## src/rtl/program_sequencer.sv

```systemverilog
// Multi-cycle sequencer: fetches instruction words from a synchronous ROM, decodes them and
// drives the X/Y/Z register commands plus an immediate for one EXEC cycle per instruction.
module program_sequencer #(
  parameter int ADDR_W    = 4,
  parameter int DATA_W    = 4,
  parameter int MAX_STEPS = 64
) (
  input  logic              clk,
  input  logic              rst,
  input  logic              start,
  input  logic              pause,
  input  logic              status,
  input  logic [2+DATA_W:0] imem_data,
  output logic [ADDR_W-1:0] imem_addr,
  output logic [2:0]        Tx,
  output logic [2:0]        Ty,
  output logic [2:0]        Tz,
  output logic [2:0]        tula,
  output logic [DATA_W-1:0] value_out,
  output logic              busy,
  output logic              done,
  output logic              ovf,
  output logic              timeout
);

  localparam int CNT_W = (MAX_STEPS > 1) ? $clog2(MAX_STEPS) : 1;

  localparam logic [2:0] T_HOLD   = 3'b000;
  localparam logic [2:0] T_LOAD   = 3'b001;
  localparam logic [2:0] T_SHIFTR = 3'b010;
  localparam logic [2:0] T_RESET  = 3'b100;

  localparam logic [2:0] OP_CLRLD   = 3'd0;
  localparam logic [2:0] OP_ADDLD   = 3'd1;
  localparam logic [2:0] OP_ADD     = 3'd2;
  localparam logic [2:0] OP_DIV2    = 3'd3;
  localparam logic [2:0] OP_DISPLAY = 3'd4;
  localparam logic [2:0] OP_JMP     = 3'd5;
  localparam logic [2:0] OP_HALT    = 3'd7;

  typedef enum logic [2:0] {
    S_IDLE,
    S_FETCH,
    S_DECODE,
    S_EXEC,
    S_DONE
  } state_t;

  state_t                   state_q;
  logic [ADDR_W-1:0]        pc_q;
  logic [ADDR_W-1:0]        pc_d;
  logic [2+DATA_W:0]        ir_q;
  logic [CNT_W-1:0]         count_q;
  logic [2:0]               tx_q, ty_q, tz_q;
  logic [2:0]               tx_d, ty_d, tz_d;
  logic [DATA_W-1:0]        value_q;
  logic                     busy_q, done_q, ovf_q, timeout_q;

  logic [2:0]               dec_op, ir_op;
  logic [DATA_W-1:0]        dec_val, ir_val;
  logic [ADDR_W+DATA_W-1:0] jmp_ext;
  logic                     last_step;
  logic                     ovf_op;

  assign dec_op  = imem_data[2+DATA_W:DATA_W];
  assign dec_val = imem_data[DATA_W-1:0];
  assign ir_op   = ir_q[2+DATA_W:DATA_W];
  assign ir_val  = ir_q[DATA_W-1:0];

  // Jump target is zero-extended then truncated, so any DATA_W/ADDR_W ratio works.
  assign jmp_ext   = {{ADDR_W{1'b0}}, ir_val};
  assign pc_d      = (ir_op == OP_JMP) ? jmp_ext[ADDR_W-1:0] : pc_q + 1'b1;
  assign last_step = (count_q == CNT_W'(MAX_STEPS - 1));
  assign ovf_op    = (ir_op == OP_ADDLD) || (ir_op == OP_ADD);

  always_comb begin
    tx_d = T_HOLD;
    ty_d = T_HOLD;
    tz_d = T_HOLD;
    case (dec_op)
      OP_CLRLD:   begin tx_d = T_LOAD; ty_d = T_RESET; tz_d = T_RESET; end
      OP_ADDLD:   begin tx_d = T_LOAD; ty_d = T_LOAD; end
      OP_ADD:     ty_d = T_LOAD;
      OP_DIV2:    ty_d = T_SHIFTR;
      OP_DISPLAY: tz_d = T_LOAD;
      default:    ;
    endcase
  end

  always_ff @(posedge clk) begin
    if (rst) begin
      state_q   <= S_IDLE;
      pc_q      <= '0;
      ir_q      <= '0;
      count_q   <= '0;
      tx_q      <= T_HOLD;
      ty_q      <= T_HOLD;
      tz_q      <= T_HOLD;
      value_q   <= '0;
      busy_q    <= 1'b0;
      done_q    <= 1'b0;
      ovf_q     <= 1'b0;
      timeout_q <= 1'b0;
    end else begin
      done_q <= 1'b0;
      case (state_q)
        S_IDLE: begin
          if (start) begin
            state_q   <= S_FETCH;
            pc_q      <= '0;
            count_q   <= '0;
            ovf_q     <= 1'b0;
            timeout_q <= 1'b0;
            busy_q    <= 1'b1;
          end
        end
        S_FETCH: begin
          if (!pause) state_q <= S_DECODE;
        end
        S_DECODE: begin
          ir_q <= imem_data;
          if (dec_op == OP_HALT) begin
            state_q <= S_DONE;
            busy_q  <= 1'b0;
            done_q  <= 1'b1;
          end else begin
            state_q <= S_EXEC;
            tx_q    <= tx_d;
            ty_q    <= ty_d;
            tz_q    <= tz_d;
            value_q <= dec_val;
          end
        end
        S_EXEC: begin
          tx_q    <= T_HOLD;
          ty_q    <= T_HOLD;
          tz_q    <= T_HOLD;
          pc_q    <= pc_d;
          count_q <= count_q + 1'b1;
          if (status && ovf_op) ovf_q <= 1'b1;
          // Watchdog: the step just executed was the last one allowed.
          if (last_step) begin
            state_q   <= S_DONE;
            timeout_q <= 1'b1;
            busy_q    <= 1'b0;
            done_q    <= 1'b1;
          end else begin
            state_q <= S_FETCH;
          end
        end
        S_DONE:  state_q <= S_IDLE;
        default: state_q <= S_IDLE;
      endcase
    end
  end

  assign imem_addr = pc_q;
  assign Tx        = tx_q;
  assign Ty        = ty_q;
  assign Tz        = tz_q;
  assign tula      = 3'b000;
  assign value_out = value_q;
  assign busy      = busy_q;
  assign done      = done_q;
  assign ovf       = ovf_q;
  assign timeout   = timeout_q;

endmodule

```

## config.mk

```make
export PLATFORM = sky130hd
export DESIGN_NAME = program_sequencer
export DESIGN_NICKNAME = d
export VERILOG_FILES = /design/src/rtl/program_sequencer.sv
export SDC_FILE = /design/constraint.sdc
export NUM_CORES = 1
export LEC_CHECK = 0
export BUFFER_PORTS_ARGS = -buffer_cell sky130_fd_sc_hd__buf_4
export CORE_MARGIN = 8
export CORE_UTILIZATION = 45
export CTS_CLUSTER_SIZE = 40
export DETAILED_ROUTE_END_ITERATION = 10
export GPL_TIMING_DRIVEN = 0
export PLACE_DENSITY_LB_ADDON = 0.3
export REMOVE_ABC_BUFFERS = 1
export SETUP_SLACK_MARGIN = 0.2
export SYNTH_ARGS = -nofsm -noshare
export SYNTH_HDL_FRONTEND = slang
export SYNTH_SLANG_ARGS = --single-unit
```

## constraint.sdc

```tcl
create_clock -name clk -period 1.3 [get_ports clk]
set_input_delay 0.13 -clock clk [delete_from_list [all_inputs] [get_ports clk]]
set_output_delay 0.13 -clock clk [all_outputs]
set_load 0.02 [all_outputs]
```

Yosys cells after proc, flatten, opt, wreduce, memory -nomap -nowiden
Cells that the tools add are included.
- logic and storage cells: 80
- bits in registers: 37
- output and inout bits: 24
- bitwise logic cells: 1
- equal/unequal tests: 18
- mux-type cells: 31
- add/subtract/negate cells: 2
- reductions and logical operators: 16
- operator list (operator ; number):
    case mux 3 bit (2 select lines) ; 4
    two-way mux 3 bit ; 7
    == test 3 x 2 -> 1 bit (second input constant) ; 5
    != test 2 bit (second input constant) ; 6
    case mux 3 bit (4 select lines) ; 1
    case mux 6 bit (2 select lines) ; 1
    == test 3 x 1 -> 1 bit (second input constant) ; 3
    == test 3 bit (second input constant) ; 3
    two-way mux 1 bit ; 9
    case mux 3 bit (3 select lines) ; 1
    two-way mux 4 bit ; 2
    case mux 4 bit (2 select lines) ; 1
    AND reduction 2 bit ; 4
    adder 6 x 1 -> 6 bit (second input constant) ; 1
    == test 6 bit (second input constant) ; 1
    logical NOT 3 bit ; 2
    two-way mux 6 bit ; 1
    case mux 1 bit (2 select lines) ; 3
    AND reduction 3 bit ; 2
    adder 4 x 1 -> 4 bit (second input constant) ; 1
    AND reduction 4 bit ; 1
    nonzero test 2 bit ; 2
    OR reduction 2 bit ; 2
    case mux 1 bit (3 select lines) ; 1
    other kinds (4) ; 4

Longest topological paths before layout
Gate-level depths: netlist (run 1).
- depth in word-level cells: 5
- depth in mapped cells: 6
- mapped depth without buffers: 5

Least setup slack after synthesis (run 1)
OpenSTA, ideal clock, no wires.
- kind: flip-flop to flip-flop
- from: reg state_q[0]
- to: reg tx_q[0] (netlist: Tx[0])
- clock period less this slack: 1.315 ns
- data arrival time: 1.242 ns
- stages on the path, launching flop included: 7
- buffers on the path: 2
- slack: -0.015 ns
- cell sequence: dfxtp_1 > buf_6 > or3b_4 > buf_6 > nor3_4 > a21oi_2 > nor3_2
- word-level cells in the longest chain between the ends: 3
- ends and longest elaborated chain (item ; line ; RTL):
    start, declared ; 49 ; state_t state_q;
    start signal, assigned ; 92 ; state_q <= S_IDLE;
    start signal, assigned ; 109 ; state_q <= S_FETCH;
    start signal, assigned ; 118 ; if (!pause) state_q <= S_DECODE;
    == test 3 x 2 -> 1 bit ; 106 ; case (state_q)
    != test 2 bit (no line) / nonzero test 2 bit (equally long branches) ; -- ;
    AND reduction 2 bit (no line) ; -- ;
    end signal, assigned ; 128 ; tx_q <= tx_d;
    end, declared ; 54 ; logic [2:0] tx_q, ty_q, tz_q;
Several ways; a longest one is shown, not always the timed one.
A chain may end at the register's enable or synchronous reset.

Final worst setup path (run 1)
- from: reg state_q[1]
- to: reg tx_q[0] (netlist: Tx[0])
Same word-level chain as after synthesis.

==> impl_results.md, run 1 <==
- Synth Warn #: 0
- Slew Limit Fails: 0
- Drt initial violations: 94
- RSZ-0062 raised after global routing: yes
- Vias in the first global route: around 1600
- Distinct cells, synth: 45
- H-tree levels: 2
- Most frequent cells in the layout: buf_4, dfxtp_1, nand2_1
- Mean Syn Cell Area: between 8 and 9 um^2
- Leak Pwr: approximately 0.9 nW
- Root Buffer: clkbuf_4
- Core footprint: 0.003390 mm^2
- Synth-to-Final Area Change: 40.75%
- Worst-path clk slew: 0.10 ns
- Clock buffer depth: 2
- Routability Congestion: between 0.7 and 0.8
- Crit path time final: about 1.3 ns
- Total die area: between 0.005 and 0.006 mm^2
- Top area cells in the synthesized netlist: dfxtp_1, a21oi_1, nand2_1
- DR vias: between 1500 and 2000
- Violated checks: negative setup slack
- Hpwl dp: 2547 um
- Core Rows: 21
- Die Width: around 76 um
- Peak Freq: 747.7 MHz
- WL/cell: about 15 um
- Post-synthesis instance total: 184
- Initial Utilization: between 40% and 50%
- Max-cap violations: 0
- Post-synthesis sequential area ratio: 42.30%
- Clk sinks: 34
- Pwr dens: approximately 890 mW/mm^2
- Fillers: between 200 and 250
- Fin Clk Skew: between 0.009 and 0.01 ns
- Post-route DRC: 0
- Status: finished, violations left
- DR vias/cell: around 5.4
- Most common cell after layout, fill and taps aside: buf_4
- Max Fanout on Critical Path: 7
- Clock latency on the worst-skew pair: roughly 0.33 ns
- DR pass1 iterations: 4
- Largest net degree at the start of global routing: 35
- Setup_tns: -0.08272 ns
- Worst-case hold slack: between 0.03 and 0.04 ns
- Synthesized cell area: 0.001609 mm^2
- Tcrit/Tclk final: 102.9%
- Arrival @ worst endpoint: approximately 1.6 ns
- Final Power: around 2 mW
- Die Ht: ~76 um
- Number of synthesized register bits: 34
- Initial antenna violation count: 0
- Port bufs: 29
- # diodes: 0
- First-pass GRT wire length: slightly below 7000 um
- Net count, final: between 200 and 300
- Grt ovf: 0
- Post-Route WL: 4231 um
- Type of the worst setup path: reg -> reg
- CTS tree: yes
- Io pins: 36
- Post-synth top area share: about 42%
- Min-delay worst type: in -> reg
- Layout cell share with drive strength beyond 1: ~45%
- Critical path launch point type: flop
- Post-route ant nets: 0
- Setup ws final: -0.03738 ns
- Total Routing Usage GR: about 16%
- Maximum VDD drop: around 670 uV
- Hold Vio Cnt, Final: 0
- CP endpoint kind: flop
- Post-synth top area cell: dfxtp_1
- Setup-failing EPs final: 8
- Critical Path RT: 1.57 ns
- TritonCTS Buffers: 5
-- metrics by stage --
| stage | utilization [%] | cell area, um^2 | std cells | setup slack [ns] |
|---|---|---|---|---|
| after floorplan | - | 1498 | 171 | -0.1992 |
| after global placement | 52.31 | 1773 | 246 | -0.4236 |
| after detailed placement | 52.31 | 1773 | 246 | -0.4661 |
| after CTS | 62.35 | 2113 | 276 | 0.01552 |
| after global routing | 66.81 | 2265 | 282 | -0.07494 |
| final | 66.81 | 2265 | 282 | -0.03738 |
-- sequential cells by signal, indices dropped and copies added, names as in the netlist, 2 cells and up --
| signal | count |
|---|---|
| ir_q | 7 |
| count_q | 6 |
| imem_addr | 4 |
| value_out | 4 |
| Ty | 3 |
| state_q | 3 |
| Tz | 2 |
-- path summary, 6_finish.rpt --
| path | endpoint | cells after the start | startpoint | slack, ns |
|---|---|---|---|---|
| max | Tx[0] | 5 | state_q[1] | -0.04 |
| min | value_out[0] | 3 | imem_data[0] | 0.04 |
| max reg2reg | Tx[0] | 5 | state_q[1] | -0.04 |
| min reg2reg | ir_q[1] | 2 | ir_q[1] | 0.46 |
-- worst max-delay path: stages, from the launching register on --
cell,delay [ns]
dfxtp_4,0.41
or3b_4,0.46
buf_6,0.15
nor3_4,0.11
a21oi_2,0.05
nor3_2,0.10
-- synth_stat cells (all sizes together) --
library cell / count
and2: 2
conb: 1
a32oi: 1
and3: 2
a311oi: 1
nor3: 12
nand2: 25
nand3b: 3
nor4b: 3
and3b: 2
nor2b: 1
a21o: 1
o21ai: 6
dfxtp: 34
nand3: 10
or3: 1
a21oi: 26
clkbuf: 4
a2111oi: 1
mux2: 1
o211ai: 1
nor3b: 3
a211oi: 4
o22ai: 1
a22oi: 2
buf: 14
xnor2: 3
or3b: 1
nand2b: 1
nor2: 15
ha: 2
-- timing repair --
action	4_1_cts	5_1_grt
buffers inserted	23	5
pin swaps	23	20
setup endpoints to repair	33	33
gates resized for setup	36	22
hold buffers	0	0
gates cloned	0	1
-- cell families after synthesis --
| kind of cell | count (synthesis) | synth area share, % |
|---|---|---|
| other | 1 | 0.2331 |
| flip-flops | 34 | 42.30 |
| buffers and inverters | 18 | 8.086 |
| multiplexers | 1 | 0.6998 |
| AO/OA/AOI/OAI | 44 | 15.94 |
| AND/OR/NAND/NOR | 81 | 29.55 |
| XOR/XNOR | 3 | 1.633 |
| adder cells (fa/ha/maj) | 2 | 1.555 |
-- where the power goes --
part,total [mW],switching [mW],internal (mW)
combinational,0.362,0.195,0.167
clock,0.545,0.341,0.204
sequential,1.10,0.0313,1.07
-- per-layer routing --
metal / up-vias / track usage, % / wire, um
met5: - / 0 / 0
met4: 0 / 6.397 / 36
met3: 5 / 5.395 / 207
li1: 746 / - / -
met1: 730 / 16.51 / 1779
met2: 40 / 27.38 / 2208
-- cell type report --
| cell class | count | area, um^2 | area share, % |
|---|---|---|---|
| sequential | 34 | 696.9 | 30.77 |
| timing repair buffer | 57 | 478.0 | 21.10 |
| clock buffer | 7 | 45.04 | 1.989 |
| tap | 46 | 57.56 | 2.541 |
| multi-input combinational | 138 | 987.2 | 43.59 |
(Power assumes the default switching activity.)
==> run 2: changes to the inputs <==
BUFFER_PORTS_ARGS = unset   (was -buffer_cell sky130_fd_sc_hd__buf_4)
DONT_BUFFER_PORTS = 1   (was unset)
==> run 2 against run 1 <==
- the flow finishes with violations (negative hold slack)
- first-iteration DRC count decreased by 43%
- power rose by 1.2%
- non-clock buffer count down 31
- global-route usage shrank 0.81 points
- flip-flop and latch count stayed put
- cell count is 11% lower
- critical path type unchanged
==> impl_results.md, run 2 (synthesis results as in run 1) <==
- Post-Route WL: 4192 um (was 4231 um)
- DR pass1 iterations: 4 (unchanged)
- DR vias/cell: 5.599 (was 5.394)
- Type of the worst setup path: reg -> reg (unchanged)
- Placed cell count: 217 (was 246)
- Max Fanout on Critical Path: 7 (unchanged)
- Total Routing Usage GR: 14.77% (was 15.59%)
- Arrival @ worst endpoint: 1.50 ns (was 1.61 ns)
- CTS tree: yes (unchanged)
- Slew Limit Fails: 0 (unchanged)
- Critical path launch point type: flop (unchanged)
- Die Width: 75.80 um (unchanged)
- Max FFs per register: 7 (unchanged)
- Clock buffer depth: 2 (unchanged)
- First-pass GRT wire length: 6465 um (was 6872 um)
- CP endpoint kind: flop (unchanged)
- Die Ht: 75.80 um (unchanged)
- Vias in the first global route: 1384 (was 1557)
- Core Rows: 21 (unchanged)
- Crit path time final: 1.278 ns (was 1.337 ns)
- Pwr dens: 946.4 mW/mm^2 (was 885.1 mW/mm^2)
- DR vias: 1411 (was 1521)
- Fin Clk Skew: 0.01552 ns (was 0.009775 ns)
- RSZ-0062 raised after global routing: yes (unchanged)
- Worst-case hold slack: -0.1674 ns (was 0.03944 ns)
- Root Buffer: clkbuf_4 (unchanged)
- Layout cell share with drive strength beyond 1: 47.57% (was 45.34%)
- Maximum VDD drop: 671.9 uV (about the same)
- Io pins: 36 (unchanged)
- Clk sinks: 34 (unchanged)
- Hold Crit Depth: 1 (was 3)
- Peak Freq: 782.5 MHz (was 747.7 MHz)
- Post-Layout Cell Count: 252 (was 282)
- Tcrit/Tclk final: 98.31% (was 102.9%)
- Violated checks: negative hold slack (was negative setup slack)
- Min-delay worst type: in -> reg (unchanged)
- Post-route DRC: 0 (unchanged)
- Core footprint: 0.003390 mm^2 (unchanged)
- Initial antenna violation count: 0 (unchanged)
- WL/cell: 16.63 um (was 15.00 um)
- Port bufs: 0 (was 29)
- Most frequent cells in the layout: dfxtp_1, buf_4, nand2_1, a21oi_2, a21oi_1 (was buf_4, dfxtp_1, nand2_1)
- Critical Path RT: 1.53 ns (was 1.57 ns)
- TritonCTS Buffers: 5 (unchanged)
- H-tree levels: 2 (unchanged)
- Largest net degree at the start of global routing: 35 (unchanged)
- Largest regs: ir_q x7, count_q x6 (unchanged)
- # diodes: 0 (unchanged)
- Synth-to-Final Area Change: 33.20% (was 40.75%)
- Worst-path clk slew: 0.11 ns (was 0.10 ns)
- Grt ovf: 0 (unchanged)
- Setup-failing EPs final: 0 (was 8)
- Fillers: 251 (was 240)
- Net count, final: 219 (was 250)
- Drt initial violations: 54 (was 94)
- Post-route ant nets: 0 (unchanged)
- FF-to-FF path depth: 4 (was 5)
- Max-cap violations: 0 (unchanged)
- Leak Pwr: 0.7519 nW (was 0.8878 nW)
- Status: finished, violations left (unchanged)
- Total die area: 0.005745 mm^2 (unchanged)
- Register bank with the most flops: ir_q (unchanged)
- Clock latency on the worst-skew pair: 0.34 ns (was 0.33 ns)
- Most common cell after layout, fill and taps aside: dfxtp_1 (was buf_4)
- Hold Vio Cnt, Final: 34 (was 0)
- Routability Congestion: 0.7344 (was 0.7249)
- Initial Utilization: 47.47% (unchanged)
- Hpwl dp: 2356 um (was 2547 um)
run 2: cell types whose count changed in the layout (fill, tap and decap cells not counted), moves of 6 or more:
| cell | change |
|---|---|
| nand2_1 | -11 |
| a21oi_1 | -6 |
| buf_4 | -31 |
| a21oi_2 | +6 |
| nand2_2 | +8 |
run 2: final timing paths:
path | start | end | slack (ns)
worst min-delay path | rst | value_out[3] | -0.17
worst min register to register | ir_q[1] | ir_q[1] | 0.47
worst max-delay path | state_q[1] | ir_q[6] | 0.02
worst max register to register | state_q[1] | ir_q[6] | 0.02
run 2: critical path: stages (launching register included):
cell and delay, ns:
dfxtp_4 0.40, or3b_4 0.46, buf_6 0.17, nand2_2 0.08, a21oi_2 0.06
run 2: power by group:
part	leakage (nW)	internal [mW]	switching, mW
Clock	0.0353	0.262	0.360
Combinational	0.436	0.144	0.150
Sequential	0.281	1.06	0.0498
Total	0.752	1.47	0.559
run 2: repair_timing:
action	in CTS	in global routing
cloned	1	1
buffers inserted	19	6
endpoints found under the setup margin	33	34
pin swaps	43	22
hold endpoints to repair	34	34
gates resized for setup	58	26
run 2: metrics by stage:
step / setup WS (ns) / cell area, um^2 / utilization, % / setup TNS, ns / total power, mW
global route: -0.04949 / 2143 / 63.23 / -0.2026 / 2.110
detailed placement: -0.4541 / 1555 / 45.88 / -7.538 / 1.290
finish: 0.02197 / 2143 / 63.23 / 0 / 2.028
global placement: -0.4196 / 1555 / 45.88 / -6.333 / 1.284
CTS: 0.02333 / 1963 / 57.92 / 0 / 1.964
floorplan: -0.1992 / 1498 / - / -1.873 / 1.261
run 2: final cells by class:
cell class	instances	area (um^2)	area share [%]
well taps	46	57.56	2.685
clock buffers	7	55.05	2.569
repair buffers	26	245.2	11.44
multi-input cells	138	1076	50.20
clock inverters	1	5.005	0.2335
flip-flops and latches	34	704.4	32.87
run 2: per-layer routing:
metal / up-vias / share of wire (%) / global-route usage (%)
met5: - / 0 / 0
met4: 0 / 1.7 / 5.757
met3: 9 / 8.4 / 7.237
met2: 45 / 51 / 25.10
met1: 676 / 39 / 15.21
li1: 681 / - / -
==> run 3: changes to the inputs <==
==> constraint.sdc (replaced) <==
create_clock -name clk -period 1.2 [get_ports clk]
set_input_delay 0.12 -clock clk [delete_from_list [all_inputs] [get_ports clk]]
set_output_delay 0.12 -clock clk [all_outputs]
set_load 0.005 [all_outputs]
==> run 3 against run 2 <==
- the run ends with negative hold slack, negative setup slack left
- combinational power decreased by 3%
- non-clock buffer count shrank 1
- flip-flop and latch count stayed put
- critical endpoint unchanged
- largest cell class unchanged
- highest routed layer unchanged
==> impl_results.md, run 3 (synthesis results as in run 1) <==
- Status: finished, violations left (unchanged)
- Violated checks: negative hold slack, negative setup slack (was negative hold slack)
- TritonCTS Buffers: 5 (unchanged)
- Initial Utilization: 47.47% (unchanged)
- Leak Pwr: 0.7407 nW (was 0.7519 nW)
- Die Ht: 75.80 um (unchanged)
- Clk sinks: 34 (unchanged)
- Min-delay worst type: in -> reg (unchanged)
- Crit path time final: 1.276 ns (was 1.278 ns)
- DR vias: 1408 (was 1411)
- DR vias/cell: 5.587 (was 5.599)
- Crit path max-delay family: simple AND/OR/NAND/NOR gates (unchanged)
- Max FFs per register: 7 (unchanged)
- Worst-path clk slew: 0.11 ns (about the same)
- Critical Path RT: 1.42 ns (was 1.53 ns)
- DR pass1 iterations: 4 (unchanged)
- First-pass GRT wire length: 6437 um (was 6465 um)
- Slowest cell delay on critical path: 0.47 ns (was 0.46 ns)
- Core footprint: 0.003390 mm^2 (unchanged)
- Max-cap violations: 0 (unchanged)
- Arrival @ worst endpoint: 1.50 ns (about the same)
- Maximum VDD drop: 722.6 uV (was 671.9 uV)
- Root Buffer: clkbuf_4 (unchanged)
- Total Routing Usage GR: 14.69% (was 14.77%)
- Hpwl dp: 2356 um (unchanged)
- Grt ovf: 0 (unchanged)
- Port bufs: 0 (unchanged)
- Initial antenna violation count: 0 (unchanged)
- Setup ws final: -0.07649 ns (was 0.02197 ns)
- Crit path cell chain: or3b_4 > buf_6 > nand2_2 > a21oi_2 (unchanged)
- CP endpoint kind: flop (unchanged)
- Most frequent cells in the layout: dfxtp_1, buf_4, nand2_1, a21oi_2, a21oi_1 (unchanged)
- Worst-case hold slack: -0.1700 ns (was -0.1674 ns)
- Area occupied by multi-input gates: 0.001055 mm^2 (was 0.001076 mm^2)
- Type of the worst setup path: reg -> reg (unchanged)
- Pwr dens: 1018 mW/mm^2 (was 946.4 mW/mm^2)
- Most common cell after layout, fill and taps aside: dfxtp_1 (unchanged)
- RSZ-0062 raised after global routing: yes (unchanged)
- Routability Congestion: 0.7344 (unchanged)
- Slew Limit Fails: 0 (unchanged)
- Max Fanout on Critical Path: 7 (unchanged)
- CP max-delay cell: or3b_4 (unchanged)
- Hold Crit Depth: 1 (unchanged)
- Die Width: 75.80 um (unchanged)
- Layout cell share with drive strength beyond 1: 48.29% (was 47.57%)
- Largest regs: ir_q x7, count_q x6 (unchanged)
- Total die area: 0.005745 mm^2 (unchanged)
- Peak Freq: 783.4 MHz (was 782.5 MHz)
- Post-route DRC: 0 (unchanged)
- Drt initial violations: 72 (was 54)
- Post-Route WL: 4048 um (was 4192 um)
- FF-to-FF path depth: 4 (unchanged)
- Bufs and invs on worst path: 1 (unchanged)
- Fin Clk Skew: 0.01350 ns (was 0.01552 ns)
- Io pins: 36 (unchanged)
- Largest net degree at the start of global routing: 35 (unchanged)
- Synth-to-Final Area Change: 30.56% (was 33.20%)
- Post-route ant nets: 0 (unchanged)
- CTS tree: yes (unchanged)
- Setup-failing EPs final: 17 (was 0)
- Finished Core Util: 61.98% (was 63.23%)
- H-tree levels: 2 (unchanged)
- Critical Path Stages: 4 (unchanged)
- Clock buffer depth: 2 (unchanged)
- Core Rows: 21 (unchanged)
- Place WS: -0.5541 ns (was -0.4541 ns)
- Clock latency on the worst-skew pair: 0.33 ns (was 0.34 ns)
- WL/cell: 16.06 um (was 16.63 um)
- Setup_tns: -0.5666 ns (was 0 ns)
- FF+latch area: 699.4 um^2 (was 704.4 um^2)
- Hold Vio Cnt, Final: 34 (unchanged)
- Register bank with the most flops: ir_q (unchanged)
- Fillers: 266 (was 251)
- Tcrit/Tclk final: 106.4% (was 98.31%)
- Critical path launch point type: flop (unchanged)
- Vias in the first global route: 1379 (was 1384)
- Net count, final: 218 (was 219)
==> run 3: cell count changes in the layout (fill, tap and decap cells not counted), sizes merged <==
cell	previous run	this run
diode	0	1
buf	26	25
==> run 3: final cells by class <==
type | count | area share, %
diodes | 1 | 0.1191
clock buffers | 7 | 2.621
clock inverters | 1 | 0.2382
multi-input cells | 138 | 50.21
flip-flops and latches | 34 | 33.29
well taps | 46 | 2.740
repair buffers | 25 | 10.78
==> run 3: worst paths after layout <==
path,from,slack (ns),endpoint
setup / recovery,state_q[2],-0.08,ir_q[6]
setup reg to reg,state_q[2],-0.08,ir_q[6]
hold / removal,rst,-0.17,ir_q[0]
hold reg to reg,ir_q[0],0.47,ir_q[0]
==> run 3: per-stage QoR <==
step	cells	total power, mW	instance area [um^2]
2_1_floorplan	171	1.339	1498
4_1_cts	245	2.109	1959
3_5_place_dp	217	1.371	1555
3_3_place_gp	217	1.364	1555
6_report	252	2.138	2101
5_1_grt	251	2.242	2098
==> run 3: per-layer routing <==
| metal | part of all wire (%) | global-route usage, % | vias up | wire length (um) |
|---|---|---|---|---|
| met2 | 51 | 24.90 | 43 | 2046 |
| met4 | 2.2 | 5.757 | 0 | 90 |
| met3 | 8.9 | 7.237 | 10 | 361 |
| li1 | - | - | 680 | - |
| met1 | 38 | 15.13 | 675 | 1550 |
| met5 | 0 | 0 | - | 0 |
==> run 3: timing repair <==
action / in CTS / in global routing
gates resized for setup: 59 / 20
endpoints found under the hold margin: 34 / 34
pin swaps: 40 / 25
endpoints found under the setup margin: 34 / 34
gates cloned: 1 / 1
setup buffers: 19 / 5
==> run 3: power breakdown <==
part | leakage, nW | internal (mW) | switching [mW]
Clock | 0.0353 | 0.284 | 0.377
Combinational | 0.425 | 0.142 | 0.142
Sequential | 0.280 | 1.16 | 0.0377
Total | 0.741 | 1.58 | 0.557
